File: config.mk
export PLATFORM = sky130hd
export DESIGN_NAME = banyan_tagger
export DESIGN_NICKNAME = d
export VERILOG_FILES = /design/src/rtl/banyan_tagger.sv
export SDC_FILE = /design/constraint.sdc
export NUM_CORES = 1
export LEC_CHECK = 0
export CAP_MARGIN = 20
export CORE_AREA = 2 2 284 286
export CTS_BUF_LIST = sky130_fd_sc_hd__clkbuf_4
export DETAILED_ROUTE_END_ITERATION = 7
export DIE_AREA = 0 0 286 288
export PLACE_DENSITY = 0.51
export SYNTH_ARGS = -nofsm -noshare
export SYNTH_HDL_FRONTEND = slang
export SYNTH_SLANG_ARGS = --single-unit
File: constraint.sdc
create_clock -name clk -period 2.4 [get_ports clk]
set_input_delay 0.6 -clock clk [delete_from_list [all_inputs] [get_ports clk]]
set_output_delay 0.6 -clock clk [all_outputs]
set_load 0.05 [all_outputs]
File: src/rtl/banyan_tagger.sv
// Destination tagger for the 8-port compaction banyan: packs valid lanes contiguously from a rotating base.
// Define BANYAN_TAGGER_OUTREG_EN to add a retiming register on all outputs (latency 2 -> 3).
module banyan_tagger #(
  parameter int PW = 32,
  parameter int N  = 8,
  parameter int DW = PW + 3
) (
  input  logic          clk,
  input  logic          rst_n,
  input  logic [PW-1:0] i_data [N-1:0],
  input  logic [N-1:0]  i_valid,
  input  logic          i_beat,
  input  logic          i_last,
  output logic [DW-1:0] o_data [N-1:0],
  output logic [N-1:0]  o_valid,
  output logic          o_wrap,
  output logic          o_last,
  output logic [15:0]   o_word_cnt
);

  logic [PW-1:0] a_data_q [N-1:0];
  logic [PW-1:0] a_data_d [N-1:0];
  logic [2:0]    a_pre_q  [N-1:0];
  logic [2:0]    a_pre_d  [N-1:0];
  logic [N-1:0]  a_valid_q, a_valid_d;
  logic [3:0]    a_cnt_q, a_cnt_d;
  logic          a_beat_q, a_beat_d;
  logic          a_last_q, a_last_d;
  logic [3:0]    acc;

  logic [DW-1:0] b_data_q [N-1:0];
  logic [DW-1:0] b_data_d [N-1:0];
  logic [N-1:0]  b_valid_q, b_valid_d;
  logic          b_wrap_q, b_wrap_d;
  logic          b_last_q, b_last_d;
  logic [15:0]   b_wcnt_q, b_wcnt_d;
  logic [2:0]    base_q, base_d;
  logic [15:0]  frame_cnt_q, frame_cnt_d;
  logic [3:0]    base_sum;
  logic [2:0]    tag;

  // Stage A: exclusive prefix popcount; pre never exceeds 7 so 3 bits hold it.
  always_comb begin
    a_beat_d  = i_beat;
    a_valid_d = i_beat ? i_valid : '0;
    a_last_d  = i_beat & i_last;
    a_data_d  = a_data_q;
    acc       = '0;
    for (int k = 0; k < N; k++) begin
      a_pre_d[k] = acc[2:0];
      if (i_beat) begin
        a_data_d[k] = i_data[k];
        acc         = acc + {3'b000, i_valid[k]};
      end
    end
    a_cnt_d = acc;
  end

  // Stage B: tags relative to the running base; bookkeeping advances only on a consumed beat.
  always_comb begin
    b_data_d    = b_data_q;
    b_valid_d   = '0;
    b_wrap_d    = 1'b0;
    b_last_d    = 1'b0;
    b_wcnt_d    = b_wcnt_q;
    base_d      = base_q;
    frame_cnt_d = frame_cnt_q;
    base_sum    = {1'b0, base_q} + a_cnt_q;
    tag         = '0;
    if (a_beat_q) begin
      for (int k = 0; k < N; k++) begin
        tag         = base_q + a_pre_q[k];
        b_data_d[k] = {tag, a_data_q[k]};
      end
      b_valid_d = a_valid_q;
      b_wrap_d  = base_sum[3];
      b_last_d  = a_last_q;
      b_wcnt_d  = frame_cnt_q + {12'h000, a_cnt_q};
      if (a_last_q) begin
        base_d      = '0;
        frame_cnt_d = '0;
      end else begin
        base_d      = base_sum[2:0];
        frame_cnt_d = b_wcnt_d;
      end
    end
  end

  always_ff @(posedge clk or negedge rst_n) begin
    if (!rst_n) begin
      for (int k = 0; k < N; k++) begin
        a_data_q[k] <= '0;
        a_pre_q[k]  <= '0;
        b_data_q[k] <= '0;
      end
      a_valid_q   <= '0;
      a_cnt_q     <= '0;
      a_beat_q    <= 1'b0;
      a_last_q    <= 1'b0;
      b_valid_q   <= '0;
      b_wrap_q    <= 1'b0;
      b_last_q    <= 1'b0;
      b_wcnt_q    <= '0;
      base_q      <= '0;
      frame_cnt_q <= '0;
    end else begin
      a_data_q    <= a_data_d;
      a_pre_q     <= a_pre_d;
      a_valid_q   <= a_valid_d;
      a_cnt_q     <= a_cnt_d;
      a_beat_q    <= a_beat_d;
      a_last_q    <= a_last_d;
      b_data_q    <= b_data_d;
      b_valid_q   <= b_valid_d;
      b_wrap_q    <= b_wrap_d;
      b_last_q    <= b_last_d;
      b_wcnt_q    <= b_wcnt_d;
      base_q      <= base_d;
      frame_cnt_q <= frame_cnt_d;
    end
  end

`ifdef BANYAN_TAGGER_OUTREG_EN
  logic [DW-1:0] o_data_q [N-1:0];
  logic [N-1:0]  o_valid_q;
  logic          o_wrap_q, o_last_q;
  logic [15:0]   o_wcnt_q;

  always_ff @(posedge clk or negedge rst_n) begin
    if (!rst_n) begin
      for (int k = 0; k < N; k++) o_data_q[k] <= '0;
      o_valid_q <= '0;
      o_wrap_q  <= 1'b0;
      o_last_q  <= 1'b0;
      o_wcnt_q  <= '0;
    end else begin
      o_data_q  <= b_data_q;
      o_valid_q <= b_valid_q;
      o_wrap_q  <= b_wrap_q;
      o_last_q  <= b_last_q;
      o_wcnt_q  <= b_wcnt_q;
    end
  end

  assign o_data     = o_data_q;
  assign o_valid    = o_valid_q;
  assign o_wrap     = o_wrap_q;
  assign o_last     = o_last_q;
  assign o_word_cnt = o_wcnt_q;
`else
  assign o_data     = b_data_q;
  assign o_valid    = b_valid_q;
  assign o_wrap     = b_wrap_q;
  assign o_last     = b_last_q;
  assign o_word_cnt = b_wcnt_q;
`endif

endmodule

-- Word level (Yosys, flattened, before mapping)
Index checks and enable logic that the tools add are counted.
- $add $sub $neg: 16
- multiplexer cells: 14
- bitwise operators: 1
- operator list (kind ; count):
    $add 4x1->4 ; 7
    $mux 4 ; 7
    $add 3x3->3 ; 7
    $add 16x4->16 ; 1
    $mux 16 ; 1
    $mux 8 ; 2
    $add 3x4->4 ; 1
    $mux 1 ; 3
    $mux 3 ; 1
    $and 1x1->1 ; 1
- bits in registers: 616
- input bits: 268
- output and inout bits: 306
- logic and storage cells: 64

-- Longest topological paths before layout
Gate-level depths: netlist of run 1.
- depth in word-level cells: 15
- depth in mapped cells: 18
- depth with buffers taken out: 16

-- Worst setup path before layout of run 1
OpenSTA, ideal clock, no wires.
- path kind: input to register
- from: input i_beat
- to: register a_cnt_q[3]
- library setup time: 0.079 ns
- arrival: 3.792 ns
- required time: 2.321 ns
- slack: -1.471 ns
- stages: 15
- path buffers: 2
- path through: buf_2 -> inv_1 -> buf_2 -> nor2_1 -> ha_1 -> and2_1 -> ha_1 -> xnor2_1 -> mux2_2 -> ha_1 -> xnor3_1 -> nor2_2 -> xor3_1 -> nor4b_2 -> xor2_1
- RTL lines (what ; line ; source):
    start, declared ; 12 ; input logic i_beat,
    end signal, assigned ; 110 ; a_cnt_q <= a_cnt_d;
    end, declared ; 26 ; logic [3:0] a_cnt_q, a_cnt_d;

==> impl_metrics.ini, run 1 <==
[status]
status = finished, violations left
violations = negative setup slack

[route]
drtIter0Drc = 474
drc = 0
wire_per_inst_um = 19.0
highest_layer = met5
wl_um = 65200
drt-met1-wl_um = 24700
avgViaCountPerCell = 4.39
met2_length_um = 32700
ant_nets = 0
vias = 15000
wl_met3_um = 5280
drt_pass1_iterations = 4

[sta]
finClkSkew_ps = 70.8
worstMarginPinSlew_ps = 1050
whs_ps = 173
setup_viol = 4
drv_slew = 0
rsz0062_at_grt = true
period_minus_slack_ps = 2560
slew_headroom = 0.300
max_clock_freq_ghz = 0.391
final.setup.worst_slack_ps = -160
hold_violations = 0
fin_crit_sh = 1.07

[floorplan]
ios = 574
initial_utilization = 0.295
die_h_um = 288
die_width_um = 286
rows = 104
die_area_um2 = 82400
coreArea_um2 = 79600

[place]
gp_congestion = 0.746
io_buffers = 573
place_area_um2 = 31000
dp_hpwl_um = 45100
dpl.cell_count = 3100

[worst_setup_path]
crit_type = in -> reg
crit_chain = buf_8 > xnor2_4 > nor2_4 > ha_4 > and2_4 > ha_4 > and2_4 > ha_4 > and2_4 > ha_4 > xnor3_2 > buf_4 > nor4b_2 > a31oi_1 > xor2_1 > xor2_1
r2r_cells = 8
rr_endpoint = frame_cnt_q[14]
cpMaxStageDelayCell = xnor3_2
worst_setup_path_start_kind = primary input
cp_max_fo = 4
required_ps = 3220
slowest_delay_ps = 290
worstPathArrival_ps = 3380
r2r_setup_slack_ps = 210
r2r-start = a_cnt_q[0]
worst_setup_path_end_kind = register
cp_common_cell = ha_4

[global_routing]
grtUsageTotal = 0.158
antenna_found_initial = 12
grt_pass1_vias = 16600
grt_overflow_total = 0
grt_pass1_wl_um = 99100
grt_start_max_net_pins = 160

[finish]
stdcell_area_um2 = 32200
final_layout_size_suffix_gt1_frac = 0.512
final_util = 0.404
syn2layout_area_growth_pct = 36.6
final_cell_count_no_fill = 3429
nets = 2535

[hold_path]
hold_end = a_pre_q[6]
min_path_cells = 5
hold_path_class = in -> reg
min_from = i_beat

[synthesis]
synth_area_um2 = 23500
ys_seq_area_frac = 0.651
synthCells = 1487
ys_types = 43
synthFlopType = dfrtp_1
yosys_register_bits = 612
synthArstFlopShare = 1.00
yosys_warnings = 0
synth_nets = 1789
synth-edff-count = 0
synth_area_per_cell_um2 = 15.8

[clock_tree]
cts_root_buf = clkbuf_4
clock-sinks = 612
clock_latency_ps = 970
h-tree-depth = 4
clkTransAtPathRegs_ps = 60
tritoncts = done
numCtsBuffers = 176
clockBufferDepth = 3

[run]
cap_violations = 0

[pwr]
ir_worst_vdd_mv = 0.461
p_leak_nw = 14.3
power_mw = 29.4
power_per_cell_area_nw_per_um2 = 915
[synth_stat cells (2+ instances only)]
master | number | area share
dfrtp_1 | 612 | 0.65
mux2_2 | 527 | 0.25
clkbuf_1 | 72 | 0.011
nor2_1 | 31 | 0.0049
and2_1 | 30 | 0.0080
ha_1 | 26 | 0.014
xnor2_1 | 26 | 0.0097
a21oi_1 | 25 | 0.0053
inv_1 | 19 | 0.0030
o21ai_0 | 17 | 0.0036
nand2_1 | 14 | 0.0022
xor2_1 | 11 | 0.0041
fa_1 | 8 | 0.0068
o31ai_1 | 7 | 0.0022
o2bb2ai_1 | 6 | 0.0022
a22o_1 | 4 | 0.0015
and3_1 | 4 | 0.0011
buf_2 | 4 | 0.00085
a21o_1 | 3 | 0.00096
a31oi_1 | 3 | 0.00080
mux2i_1 | 3 | 0.0013
nand3_1 | 3 | 0.00064
nand4_1 | 3 | 0.00080
nor2b_1 | 3 | 0.00080
o22ai_1 | 3 | 0.00080
a41oi_1 | 2 | 0.00074
and4_1 | 2 | 0.00074
buf_1 | 2 | 0.00032
nand3b_1 | 2 | 0.00064
xnor3_1 | 2 | 0.0019
[critical path: cells and delay by family]
kind / cells / cell delay, ps
compound gates: 1 / 80
xor+xnor: 4 / 790
simple gates: 5 / 800
fa+ha+maj: 4 / 850
buf+inv: 2 / 270
[layer usage]
metal	vias up	track usage
li1	6808	-
met1	7590	0.176
met2	475	0.263
met3	160	0.0641
met4	10	0.0762
met5	-	0
[sequential cells by signal, summed over array words and instances (netlist names)]
name	flops
a_valid_q	8
a_data_q	256
o_data	280
o_wrap	1
frame_cnt_q	16
o_word_cnt	16
a_beat_q	1
a_pre_q	17
a_cnt_q	4
o_valid	8
a_last_q	1
o_last	1
base_q	3
[logic make-up after synthesis]
family	synth area share
adders and majority gates	0.0206
buffers and inverters	0.0158
DFF	0.651
muxes	0.253
AOI/OAI and AO/OA	0.0196
xor gates and xnor gates	0.0174
and+or+nand+nor	0.0223
[timing repair]
action                     in CTS  in global routing
resized for setup            1471                  3
setup endpoints to repair     299                  9
pin swaps                      16                  4
hold buffers                    9                  0
buffers inserted                2                  4
hold endpoints to repair      619                  0
[area by class of cell]
class,count,area (um^2)
fillers,7731,47500
flip-flops and latches,612,15300
multi-input cells,777,8070
repair buffers,646,5100
clock buffers,261,1960
well taps,1060,1330
clock inverters,46,277
inverters,20,77.6
diodes,7,17.5
[where the power goes]
part | leakage, nW | switching (mW) | internal, mW
Combinational | 5.69 | 4.89 | 2.42
Clock | 1.32 | 4.52 | 5.18
Sequential | 7.30 | 0.717 | 11.7
Total | 14.3 | 10.1 | 19.3
[cells in the final DEF (no fill, tap or decap), types with 5 or more instances in the layout]
master / instances
dfrtp_1: 611
mux2_2: 526
buf_2: 280
clkdlybuf4s50_1: 262
clkbuf_4: 261
buf_4: 64
clkinv_1: 33
nor2_1: 29
a21oi_1: 25
xnor2_1: 23
and2_1: 23
inv_1: 18
o21ai_0: 17
buf_12: 17
ha_1: 16
nand2_1: 13
xor2_1: 11
ha_4: 10
dlygate4sd3_1: 9
fa_1: 8
diode_2: 7
and2_4: 7
o31ai_1: 7
clkdlybuf4s15_2: 7
o2bb2ai_1: 6
clkinv_4: 5
[stage by stage]
stage | worst slack, ps | setup TNS, ps
after detailed placement | -1820 | -54450
after CTS | -14.0 | -14.0
final | -160 | -446
after global placement | -1790 | -55400
after global routing | -80.3 | -216
after floorplan | -1230 | -8220
[worst max path at each step]
stage	start	to	slack, ps	cells after the start
after floorplan	i_beat	a_cnt_q[3]	-1230	17
after global placement	i_valid[0]	a_cnt_q[3]	-1790	17
after detailed placement	i_valid[0]	a_cnt_q[3]	-1820	17
after CTS	i_valid[0]	a_cnt_q[3]	-10	17
after global routing	i_valid[0]	a_cnt_q[3]	-80	17
final	i_valid[0]	a_cnt_q[3]	-160	16
Note: power is estimated with default switching activity, not from simulation.
==> run 2, diff against run 1 <==
Settings changed: CORE_AREA 2 2 284 286 to 2 2 232 234, DIE_AREA 0 0 286 288 to 0 0 234 236, PLACE_DENSITY 0.51 to 0.71.
==> impl_metrics.ini, run 2 (synthesis gave the netlist of run 1 again) <==
[status]
status = finished, violations left
violations = negative setup slack

[route]
drc = 0
ant_nets = 0
drt_pass1_iterations = 4
vias = 14800
drtIter0Drc = 549
avgViaCountPerCell = 4.90
wire_per_inst_um = 19.2
wl_um = 58200

[sta]
final.setup.worst_slack_ps = -178
slew_headroom = 0.256
period_minus_slack_ps = 2580
max_clock_freq_ghz = 0.388
fin_crit_sh = 1.07
drv_slew = 0
finClkSkew_ps = 45.6
setup-tns-final_ps = -418
setup_viol = 3
rsz0062_at_grt = true
worstMarginPinSlew_ps = 1120
hold_violations = 0
whs_ps = 178

[finish]
final_layout_size_suffix_gt1_frac = 0.512
mostFrequentLayoutCell = dfrtp_1
nets = 2513
final_cell_count_no_fill = 3029
largest_reg_flops = 280
syn2layout_area_growth_pct = 33.2
final_util = 0.590
final_cell_mix = 611 x dfrtp_1, 526 x mux2_2, 287 x buf_2

[worst_setup_path]
worst_setup_path_end_kind = register
path_buf_inv = 1
cp_common_cell = ha_4
worstPathArrival_ps = 3430
crit_start = i_valid[0]
crit_type = in -> reg
crit_chain = buf_8 > xnor2_4 > nor2_4 > ha_4 > and2_4 > ha_4 > and2_4 > ha_4 > and2_4 > ha_4 > and2_4 > ha_4 > nand2_2 > xor3_2 > nor4b_4 > xor2_1
critical_path.top_delay_family = adder cells
cp_max_fo = 4
r2r-start = a_cnt_q[0]
cpMaxStageDelayCell = nor4b_4
required_ps = 3250
slowest_delay_ps = 290
worst_setup_path_start_kind = primary input

[floorplan]
initial_utilization = 0.443
die_width_um = 234
die_area_um2 = 55200
die_h_um = 236
ios = 574
rows = 85
coreArea_um2 = 53100

[global_routing]
grtUsageTotal = 0.217
grt_pass1_wl_um = 92100
grt_overflow_total = 0
grt_pass1_vias = 16600
antenna_found_initial = 11
grt_start_max_net_pins = 84

[place]
io_buffers = 573
gp_congestion = 0.794
dp_hpwl_um = 40500
dpl.cell_count = 2731

[clock_tree]
cts_root_buf = clkbuf_4
clockBufferDepth = 3
h-tree-depth = 4
tritoncts = done
clkTransAtPathRegs_ps = 60
clock_latency_ps = 940
clock-sinks = 612
numCtsBuffers = 165

[hold_path]
hold_path_class = in -> async

[pwr]
power_mw = 28.7
ir_worst_vdd_mv = 0.516
power_per_cell_area_nw_per_um2 = 917
p_leak_nw = 14.2

[run]
cap_violations = 0
run 2: cell types whose count changed in the layout (fill, tap and decap cells not counted), moves of 2 or more:
cell,change
clkbuf_4,-6
inv_2,+3
clkinv_4,-5
buf_4,-6
clkinv_1,-15
buf_2,+7
buf_12,-5
dlygate4sd3_1,-3
clkdlybuf4s15_2,-2
inv_6,-2
run 2: metal layers:
metal  global-route usage  up-vias  routed length, um
met3               0.0939      129               4980
met5                    0        -                 35
met1                0.242     7468              21800
met2                0.358      467              29300
met4                0.101        6               2090
li1                     -     6758                  -
run 2: what timing repair did:
action	in CTS	in global routing
endpoints found under the setup margin	300	4
buffers inserted	3	0
hold endpoints to repair	456	0
cloned	0	0
hold buffers	6	0
pin swaps	14	1
resized for setup	1474	9
run 2: final cells by class:
cell class / count / area [um^2]
inverter: 20 / 77.6
clock buffer: 255 / 1910
fill: 4310 / 21700
antenna: 8 / 20.0
sequential: 612 / 15300
clock inverter: 26 / 159
multi-input combinational: 777 / 8060
timing repair buffer: 635 / 4920
tap: 696 / 871
run 2: through the flow:
stage          cell area, um^2  setup slack [ps]
2_1_floorplan            23700             -1230
3_3_place_gp             30500             -1750
6_report                 31300              -178
4_1_cts                  31300             -9.73
5_1_grt                  31300              -163
3_5_place_dp             30500             -1840
run 2: worst reg2reg max path, stage by stage (launching register included):
cell and delay [ps]:
dfrtp_1 400, ha_1 240, fa_1 410, a21o_1 190, a21oi_1 230, nor2b_2 150, nand2_1 140, mux2i_1 210
o22ai_1 90
run 2: report_power, final:
part,switching [mW],total (mW),leakage [nW],internal [mW]
Clock,4.16,9.15,1.25,4.99
Sequential,0.714,12.4,7.30,11.7
Combinational,4.80,7.18,5.62,2.38
Total,9.67,28.7,14.2,19.0
run 2: final timing paths:
check                                   to  cells after the start  slack [ps]
hold reg to reg                 o_valid[4]                      1         440
setup reg to reg           frame_cnt_q[14]                      8         220
hold / removal               a_data_q[185]                      2         180
min in group clk               a_pre_q[10]                      3         200
setup / recovery                a_cnt_q[3]                     16        -180
max in group asynchronous    a_data_q[140]                      3        1310
